==> src/rtl/bounce_widget_pkg.sv <==
// Shared VGA constants, FSM state encoding and colour type for the bouncing widget.
package bounce_widget_pkg;
  localparam int POS_W     = 10;
  localparam int ARITH_W   = 11;
  localparam int H_RES_DEF = 640;
  localparam int V_RES_DEF = 480;
  localparam logic [11:0] BG_COLOR = 12'h111;

  typedef enum logic [1:0] {ST_WAIT, ST_MOVE_X, ST_MOVE_Y, ST_LATCH} state_e;
  typedef enum logic {DIR_INC = 1'b0, DIR_DEC = 1'b1} dir_e;

  typedef struct packed {
    logic [3:0] r;
    logic [3:0] g;
    logic [3:0] b;
  } rgb_t;
endpackage

==> src/rtl/bounce_widget_if.sv <==
// Scan position, frame timing, colour in and DAC colour out for the bouncing widget.
interface bounce_widget_if;
  import bounce_widget_pkg::*;
  logic [POS_W-1:0] pixel_x;
  logic [POS_W-1:0] pixel_y;
  logic             video_on;
  logic             frame_tick;
  logic [3:0]       red_in;
  logic [3:0]       green_in;
  logic [3:0]       blue_in;
  logic [3:0]       vga_r;
  logic [3:0]       vga_g;
  logic [3:0]       vga_b;
  logic             cycle_en;
  logic             bounce;

  modport slave (
    input  pixel_x, pixel_y, video_on, frame_tick, red_in, green_in, blue_in,
    output vga_r, vga_g, vga_b, cycle_en, bounce
  );
  modport master (
    output pixel_x, pixel_y, video_on, frame_tick, red_in, green_in, blue_in,
    input  vga_r, vga_g, vga_b, cycle_en, bounce
  );
endinterface

==> src/rtl/bounce_widget_axis_step.sv <==
// One-axis move: advance by STEP, clamp at either wall and flip direction there.
module axis_step
  import bounce_widget_pkg::*;
#(
  parameter int SIZE = 32,
  parameter int STEP = 2
) (
  input  logic [POS_W-1:0]   pos,
  input  dir_e               dir,
  input  logic [ARITH_W-1:0] limit,
  output logic [POS_W-1:0]   pos_nxt,
  output dir_e               dir_nxt,
  output logic               reversed
);
  localparam logic [ARITH_W-1:0] SZ = ARITH_W'(SIZE);
  localparam logic [ARITH_W-1:0] ST = ARITH_W'(STEP);

  logic [ARITH_W-1:0] p;
  logic [ARITH_W-1:0] fwd;

  always_comb begin
    p        = {1'b0, pos};
    fwd      = p + ST;
    pos_nxt  = pos;
    dir_nxt  = dir;
    reversed = 1'b0;
    if (dir == DIR_INC) begin
      // far edge would pass the limit: park flush against it
      if (fwd + SZ > limit) begin
        pos_nxt  = POS_W'(limit - SZ);
        dir_nxt  = DIR_DEC;
        reversed = 1'b1;
      end else begin
        pos_nxt  = POS_W'(fwd);
      end
    end else begin
      if (p < ST) begin
        pos_nxt  = '0;
        dir_nxt  = DIR_INC;
        reversed = 1'b1;
      end else begin
        pos_nxt  = POS_W'(p - ST);
      end
    end
  end
endmodule

==> src/rtl/bounce_widget.sv <==
// Bouncing square: moves once per frame, latches a colour snapshot, paints it over the scan.
module bounce_widget
  import bounce_widget_pkg::*;
#(
  parameter int H_RES = H_RES_DEF,
  parameter int V_RES = V_RES_DEF,
  parameter int SIZE  = 32,
  parameter int STEP  = 2
) (
  input  logic            clk,
  input  logic            reset,
  bounce_widget_if.slave  bus
);
  localparam logic [ARITH_W-1:0] H_LIM = ARITH_W'(H_RES);
  localparam logic [ARITH_W-1:0] V_LIM = ARITH_W'(V_RES);
  localparam logic [ARITH_W-1:0] SZ    = ARITH_W'(SIZE);

  state_e           state, state_nxt;
  logic [POS_W-1:0] x_pos, y_pos, x_nxt, y_nxt;
  dir_e             dir_x, dir_y, dx_nxt, dy_nxt;
  logic             x_rev, y_rev, rev;
  rgb_t             snap, pix, pix_nxt;
  logic             in_x, in_y;
  logic             cycle_en, bounce;

  axis_step #(.SIZE(SIZE), .STEP(STEP)) u_step_x (
    .pos(x_pos), .dir(dir_x), .limit(H_LIM),
    .pos_nxt(x_nxt), .dir_nxt(dx_nxt), .reversed(x_rev)
  );

  axis_step #(.SIZE(SIZE), .STEP(STEP)) u_step_y (
    .pos(y_pos), .dir(dir_y), .limit(V_LIM),
    .pos_nxt(y_nxt), .dir_nxt(dy_nxt), .reversed(y_rev)
  );

  always_comb begin
    state_nxt = state;
    cycle_en  = 1'b0;
    bounce    = 1'b0;
    case (state)
      ST_WAIT:   if (bus.frame_tick) state_nxt = ST_MOVE_X;
      ST_MOVE_X: state_nxt = ST_MOVE_Y;
      ST_MOVE_Y: state_nxt = ST_LATCH;
      ST_LATCH: begin
        state_nxt = ST_WAIT;
        cycle_en  = 1'b1;
        bounce    = rev;
      end
      default:   state_nxt = ST_WAIT;
    endcase
  end

  always_ff @(posedge clk or negedge reset) begin
    if (!reset) state <= ST_WAIT;
    else        state <= state_nxt;
  end

  // rev accumulates both axes so a corner hit still gives a single pulse
  always_ff @(posedge clk or negedge reset) begin
    if (!reset) begin
      x_pos <= '0;
      y_pos <= '0;
      dir_x <= DIR_INC;
      dir_y <= DIR_INC;
      rev   <= 1'b0;
      snap  <= '0;
    end else begin
      case (state)
        ST_MOVE_X: begin
          x_pos <= x_nxt;
          dir_x <= dx_nxt;
          rev   <= x_rev;
        end
        ST_MOVE_Y: begin
          y_pos <= y_nxt;
          dir_y <= dy_nxt;
          rev   <= rev | y_rev;
        end
        ST_LATCH:  snap <= {bus.red_in, bus.green_in, bus.blue_in};
        default: ;
      endcase
    end
  end

  always_comb begin
    in_x = ({1'b0, bus.pixel_x} >= {1'b0, x_pos}) &&
           ({1'b0, bus.pixel_x} <  ({1'b0, x_pos} + SZ));
    in_y = ({1'b0, bus.pixel_y} >= {1'b0, y_pos}) &&
           ({1'b0, bus.pixel_y} <  ({1'b0, y_pos} + SZ));
    pix_nxt = rgb_t'(BG_COLOR);
    if (!bus.video_on)   pix_nxt = '0;
    else if (in_x && in_y) pix_nxt = snap;
  end

  always_ff @(posedge clk or negedge reset) begin
    if (!reset) pix <= '0;
    else        pix <= pix_nxt;
  end

  assign bus.vga_r    = pix.r;
  assign bus.vga_g    = pix.g;
  assign bus.vga_b    = pix.b;
  assign bus.cycle_en = cycle_en;
  assign bus.bounce   = bounce;
endmodule

==> src/flat_wrapper.sv <==
// flat-port wrapper written by rule: the top's interface ports become plain ports
module bounce_widget_flat import bounce_widget_pkg::*;
#(
  parameter int H_RES = H_RES_DEF,
  parameter int V_RES = V_RES_DEF,
  parameter int SIZE  = 32,
  parameter int STEP  = 2
)
  (clk, reset, bus_pixel_x, bus_pixel_y, bus_video_on, bus_frame_tick, bus_red_in, bus_green_in, bus_blue_in, bus_vga_r, bus_vga_g, bus_vga_b, bus_cycle_en, bus_bounce);
  bounce_widget_if bus_i ();
  input  logic clk;
  input  logic reset;
  input wire logic [$bits(bus_i.pixel_x)-1:0] bus_pixel_x;
  input wire logic [$bits(bus_i.pixel_y)-1:0] bus_pixel_y;
  input wire logic [$bits(bus_i.video_on)-1:0] bus_video_on;
  input wire logic [$bits(bus_i.frame_tick)-1:0] bus_frame_tick;
  input wire logic [$bits(bus_i.red_in)-1:0] bus_red_in;
  input wire logic [$bits(bus_i.green_in)-1:0] bus_green_in;
  input wire logic [$bits(bus_i.blue_in)-1:0] bus_blue_in;
  output wire logic [$bits(bus_i.vga_r)-1:0] bus_vga_r;
  output wire logic [$bits(bus_i.vga_g)-1:0] bus_vga_g;
  output wire logic [$bits(bus_i.vga_b)-1:0] bus_vga_b;
  output wire logic [$bits(bus_i.cycle_en)-1:0] bus_cycle_en;
  output wire logic [$bits(bus_i.bounce)-1:0] bus_bounce;
  assign bus_i.pixel_x = bus_pixel_x;
  assign bus_i.pixel_y = bus_pixel_y;
  assign bus_i.video_on = bus_video_on;
  assign bus_i.frame_tick = bus_frame_tick;
  assign bus_i.red_in = bus_red_in;
  assign bus_i.green_in = bus_green_in;
  assign bus_i.blue_in = bus_blue_in;
  assign bus_vga_r = bus_i.vga_r;
  assign bus_vga_g = bus_i.vga_g;
  assign bus_vga_b = bus_i.vga_b;
  assign bus_cycle_en = bus_i.cycle_en;
  assign bus_bounce = bus_i.bounce;
  bounce_widget #(.H_RES(H_RES), .V_RES(V_RES), .SIZE(SIZE), .STEP(STEP)) u_core (.clk(clk), .reset(reset), .bus(bus_i));
endmodule
==> config.mk <==
export PLATFORM = sky130hd
export DESIGN_NAME = bounce_widget_flat
export DESIGN_NICKNAME = d
export VERILOG_FILES = /design/src/rtl/bounce_widget_pkg.sv /design/src/rtl/bounce_widget_if.sv /design/src/rtl/bounce_widget_axis_step.sv /design/src/rtl/bounce_widget.sv /design/src/flat_wrapper.sv
export SDC_FILE = /design/constraint.sdc
export NUM_CORES = 1
export LEC_CHECK = 0
export BUFFER_PORTS_ARGS = -buffer_cell sky130_fd_sc_hd__clkbuf_2
export CELL_PAD_IN_SITES_DETAIL_PLACEMENT = 0
export CELL_PAD_IN_SITES_GLOBAL_PLACEMENT = 2
export CORE_MARGIN = 2
export CORE_UTILIZATION = 30
export DETAILED_ROUTE_END_ITERATION = 8
export PLACE_DENSITY_LB_ADDON = 0.2
export RECOVER_POWER = 50
export REMOVE_ABC_BUFFERS = 1
export SYNTH_ARGS = -nofsm -noshare
export SYNTH_HDL_FRONTEND = slang
export SYNTH_SLANG_ARGS = --single-unit
==> constraint.sdc <==
create_clock -name clk -period 4 [get_ports clk]
set_input_delay 0.6 -clock clk [delete_from_list [all_inputs] [get_ports clk]]
set_output_delay 0.6 -clock clk [all_outputs]
set_load 0.01 [all_outputs]
Word level (Yosys, flattened, before mapping):

Index checks and enable logic that the tools add are counted.

* register bits after elaboration: 49
* bits in latches: 0
* bits in writable memories: 0
* bits in read-only memories: 0
* bits of input ports: 36
* output and inout port bits: 14
* word-level logic and storage cells: 61
* memories kept: 0

* $add $sub $neg: 8
* multiply operators: 0
* div/mod/pow operators: 0
* order comparisons: 8
* eq/ne operators: 4
* shift operators: 0
* multiplexer cells: 23
* bitwise operators: 1
* reduce and logical (&&, ||, !) cells: 5

Operators with widths (count)
* 10-bit two-way mux: 6
* 12-bit two-way mux: 2
* 10-bit by 2-bit adder with 11-bit output (second input constant): 2
* 10-bit by 6-bit adder with 11-bit output (second input constant): 2
* 11-bit by 6-bit adder with 11-bit output (second input constant): 2
* 10-bit by 11-bit less-than comparator with 1-bit output: 2
* 10-bit greater-or-equal comparator: 2
* 10-bit by 2-bit less-than comparator with 1-bit output (second input constant): 2
* 10-bit by 2-bit subtractor with 10-bit output (second input constant): 2
* 1-bit two-way mux: 12
* 11-bit by 10-bit greater-than comparator with 1-bit output (second input constant): 1
* 11-bit by 9-bit greater-than comparator with 1-bit output (second input constant): 1
* 2-bit one-hot mux with 4 select lines: 1
* 2-bit == test (second input constant): 2
* 1-bit logical AND: 3
* 2-bit by 1-bit == test with 1-bit output (second input constant): 1
* 2-bit zero test: 1
* 2-bit two-way mux: 1
* 2-bit inequality test (second input constant): 1
* 1-bit one-hot mux with 2 select lines: 1
* 2-bit nonzero test: 1
* 1-bit bitwise OR: 1

Longest topological paths before layout:

* depth in word-level cells: 7
* depth in mapped cells: 14
* depth with buffers taken out: 13

Cells and area by module:

From an unflattened synthesis, not the netlist that was laid out.

* cells, all modules: 541
* area, all modules: 4722.0 um^2

Modules (own cells, without submodules)
* bounce_widget: instances 1, cells each 263, area each 2752.6 um^2, sequential area each 1226.2 um^2
* axis_step (u_core.u_step_y): instances 1, cells each 148, area each 999.7 um^2, sequential area each 0.0 um^2
* axis_step (u_core.u_step_x): instances 1, cells each 130, area each 969.7 um^2, sequential area each 0.0 um^2

Least setup slack after synthesis:

No wires, ideal clock.

* path type: register -> register
* from: register u_core.y_pos[1]
* to: register u_core.y_pos[7]
* library setup time: 0.122 ns
* data arrival time: 2.955 ns
* data required time: 3.878 ns
* slack: 0.924 ns
* stages on the path, launching flop included: 14
* buffers on the path: 1
* clock period less this slack: 3.076 ns
* cells stage by stage: dfrtp_1 -> ha_1 -> nand3_1 -> and2_1 -> or2_2 -> ha_1 -> nand4b_1 -> o311ai_1 -> nor3_1 -> nor4_2 -> and2_1 -> buf_6 -> o21ai_1 -> a32o_1

* longest elaborated chain between the ends: 5
* elaborated cells between the ends (all ways): 8
* classes of those cells: 3 x add/sub; 2 x order compare; 3 x mux

RTL lines
* start: declaration: line bounce_widget.sv:19 `logic [POS_W-1:0] x_pos, y_pos, x_nxt, y_nxt;`
* start signal: assignment: line bounce_widget.sv:75 `y_pos <= y_nxt;`
* 10-bit by 2-bit adder with 11-bit output: line bounce_widget_axis_step.sv:23 `fwd = p + ST;`
* 11-bit by 6-bit adder with 11-bit output: line bounce_widget_axis_step.sv:29 `if (fwd + SZ > limit) begin`
* 11-bit by 9-bit greater-than comparator with 1-bit output: line bounce_widget_axis_step.sv:29
* 10-bit two-way mux: line bounce_widget_axis_step.sv:29
* 10-bit two-way mux (*): line bounce_widget_axis_step.sv:27 `if (dir == DIR_INC) begin`

Mark *: on every way between the ends. The rest lies on a longest branch, timed or not.
A chain may end at the register's enable or synchronous reset.

Final worst setup path:

* from: register u_core.y_pos[2]
* to: register u_core.y_pos[6]

Same word-level chain as after synthesis.

==> reports/summary.txt <==
Max_slew headroom: -31.0%
Slew Viols, Final: 36
CTS tree: built
Power Dens Cells: 683 nW/um^2
Die Wd: 117 microns
Setup CP Type: flop to flop
Static Leakage: 1.91 nW
First-pass GRT wire length: 16900 microns
Reg2reg end: u_core.y_pos[6]
Antenna violations before repair: 0
Crit Reg-Reg Startpoint: u_core.y_pos[2]
Largest net degree at the start of global routing: 36
Routability cong.: 0.755
Cell Area, Synth: 3810 sq um
Unrepaired setup endpoints after global routing: no
Crit path max-delay cell type: dfrtp_1
Synth Instances: 431
Clock Skews: 12.1 ps
Nets: 558
Failing checks: max-capacitance violations, max-slew violations
Period utilization: 88.7%
Setup ws final: 452 ps
DR iter-0 viols: 148
R2r worst-path depth: 15
Area Growth Syn to Fin: 15.2%
Detailed Place HPWL: 7940 microns
Initial DRT Pass Iterations: 4
Post-cts gate resize count: 0
Critical path required time: 4180 ps
I/O Buffers: 47
Status: complete, but fails checks
Core area: 12500 sq um
Final Hold Vio Count: 0
Clock Latency Late Sink: 290 ps
N_diodes: 0
Clk pin slew, worst setup/hold paths: 70 ps
Post-layout util: 35.0%
Async S/R FF share, synth: 100%
Sequential area share after synthesis: 30.9%
CP startpoint kind: flop
Largest fanout on the critical path: 9
Setup WS pre-CTS: 442 ps
Initial core utilization: 30.4%
Via count: 3280
Post-DR vias/cell: 5.04
Area leader, netlist: dfrtp_1
Grt ovf: 0
Yosys reg bits: 47
Synth warn: 0
CTS sink cnt: 47
Crit path cell chain: ha_1 -> nand3_1 -> and2_1 -> or2_2 -> ha_1 -> nand4b_1 -> a211o_1 -> o311ai_1 -> buf_4 -> a2111oi_4 -> nor4_2 -> and2_1 -> buf_4 -> nand2b_1 -> a32o_1
Worst path arrival time: 3730 ps
Count leader, synth: dfrtp_1
Area contributors post-synth: dfrtp_1, ha_1, mux2_2, a21oi_1, o21ai_0
Worst setup startpoint: u_core.y_pos[2]
Synth top area share: 30.9%
Tot Pwr: 3.00 mW
DR WL/cell: 15.5 microns
Setup slack, reg-to-reg: 450 ps
Post-CTS Setup Repair Bufs: 0
Tmin final: 3550 ps
Kind of end point of the critical path: flop
Synth Flop Type: dfrtp_1
Row Count: 41
Final Setup Violations: 0
Share of layout cells above drive strength 1: 17.3%
Height of the chip: 117 microns
MaxCap Viol Count: 1
Tightest Pin Transition: 1970 ps
Synth cell count leaders: dfrtp_1, ha_1, inv_1
Max clock buf depth: 2
Yosys cell types: 68
Max Freq: 0.282 GHz
Vias in the first global route: 3303
Setup TNS: 0 ps
Routed WL: 10100 microns
DRC: 0
Post-synth EDFFs: 0
Root cell of the clock tree: clkbuf_16
Mean area per synthesized cell: 8.83 sq um
Hold Crit Class: input port to async pin
CTS buffer count: 5
Final ANT Viol Nets: 0
Die area: 13600 sq um
Setup crit end: u_core.y_pos[6]
Boundary Pins: 50
Max H-tree Level: 2
GR Util All Layers: 15.7%
Hold-fix buffers at CTS: 0
Peak VDD IR: 0.234 mV
CP max stage delay: 510 ps
==> sequential cells by signal (all words and copies together), names as in the netlist <==
| register | flops |
|---|---|
| u_core.bus.vga_b | 4 |
| u_core.dir_y | 1 |
| u_core.snap | 12 |
| u_core.bus.vga_g | 4 |
| u_core.state | 2 |
| u_core.bus.vga_r | 4 |
| u_core.rev | 1 |
| u_core.x_pos | 9 |
| u_core.y_pos | 9 |
| u_core.dir_x | 1 |
==> placed cells by master (no fill, tap or decap), types with 2 or more instances in the layout <==
cell	Yosys	final
a31oi_1	5	5
o21a_1	8	8
nand2b_1	7	7
a211oi_1	4	4
nand4_1	8	8
a211o_1	4	4
o21ai_0	26	26
clkbuf_16	0	5
buf_4	3	11
o21ai_1	3	3
clkbuf_2	0	39
dfrtp_1	47	47
a21o_1	4	4
ha_1	44	44
o31a_1	2	2
nand4b_1	4	4
a32o_1	2	2
a21oi_1	28	28
nor4_1	2	2
and2_1	16	16
clkbuf_1	7	9
or3_1	2	2
o31ai_1	4	4
and3_1	3	3
nand3_2	2	2
nor3_1	14	14
inv_1	31	31
nand3_1	16	16
xnor2_1	14	14
mux2_2	13	13
o211ai_1	3	3
mux2i_1	2	2
a221o_1	2	2
a2111oi_0	2	2
o22ai_1	4	4
a41o_1	2	2
nor2_1	25	25
inv_6	0	2
nand2_1	30	30
==> report_power, final <==
part           internal [mW]  switching (mW)  total, mW  leakage [nW]
logic                  0.734            1.01       1.74          1.26
registers              0.640           0.183      0.824         0.576
clock network          0.236           0.195      0.431        0.0708
==> worst min-delay path by stage <==
| stage | start | endpoint | slack, ps | cells after the start |
|---|---|---|---|---|
| after CTS | reset | u_core.x_pos[9] | 220 | 1 |
| final | reset | u_core.y_pos[9] | 370 | 1 |
| after global placement | u_core.snap[1] | u_core.bus.vga_b[1] | 460 | 1 |
| after floorplan | reset | u_core.bus.vga_b[0] | 300 | 0 |
| after detailed placement | u_core.snap[1] | u_core.bus.vga_b[1] | 460 | 1 |
| after global routing | reset | u_core.x_pos[8] | 430 | 1 |
==> metal layers <==
layer	global-route usage, %	wire length (microns)	vias up
li1	-	-	1661
met1	21.2	4740	1563
met2	26.2	4820	43
met3	2.18	293	13
met4	4.63	218	0
met5	0	0	-
==> cell type report <==
type                       count  area [sq um]
sequential                    47          1180
inverter                      32           120
tap                          172           215
fill                        1373          8130
clock inverter                 3          25.0
multi-input combinational    333          2410
clock buffer                   5           125
timing repair buffer          59           312
==> worst max-delay path, delay by kind of cell, from the launching register on <==
kind | cells | cell delay [ps]
compound gates | 4 | 640
fa+ha+maj | 2 | 530
buf+inv | 2 | 360
flops | 1 | 510
simple gates | 7 | 1400
==> stage by stage <==
step | instances | hold WS, ps | instance area [sq um]
floorplan | 412 | 304 | 3710
global placement | 643 | 456 | 4250
detailed placement | 643 | 462 | 4250
CTS | 651 | 220 | 4400
global route | 651 | 426 | 4390
finish | 651 | 372 | 4390
==> logic make-up after synthesis <==
kind of cell	share of synthesized area, %
buffers and inverters	5.75
AND/OR/NAND/NOR	20.2
multiplexers	4.37
adder cells (fa/ha/maj)	14.5
XOR/XNOR	3.22
flip-flops	30.9
AO/OA/AOI/OAI	21.1
Note: power is estimated with default switching activity, not from simulation.
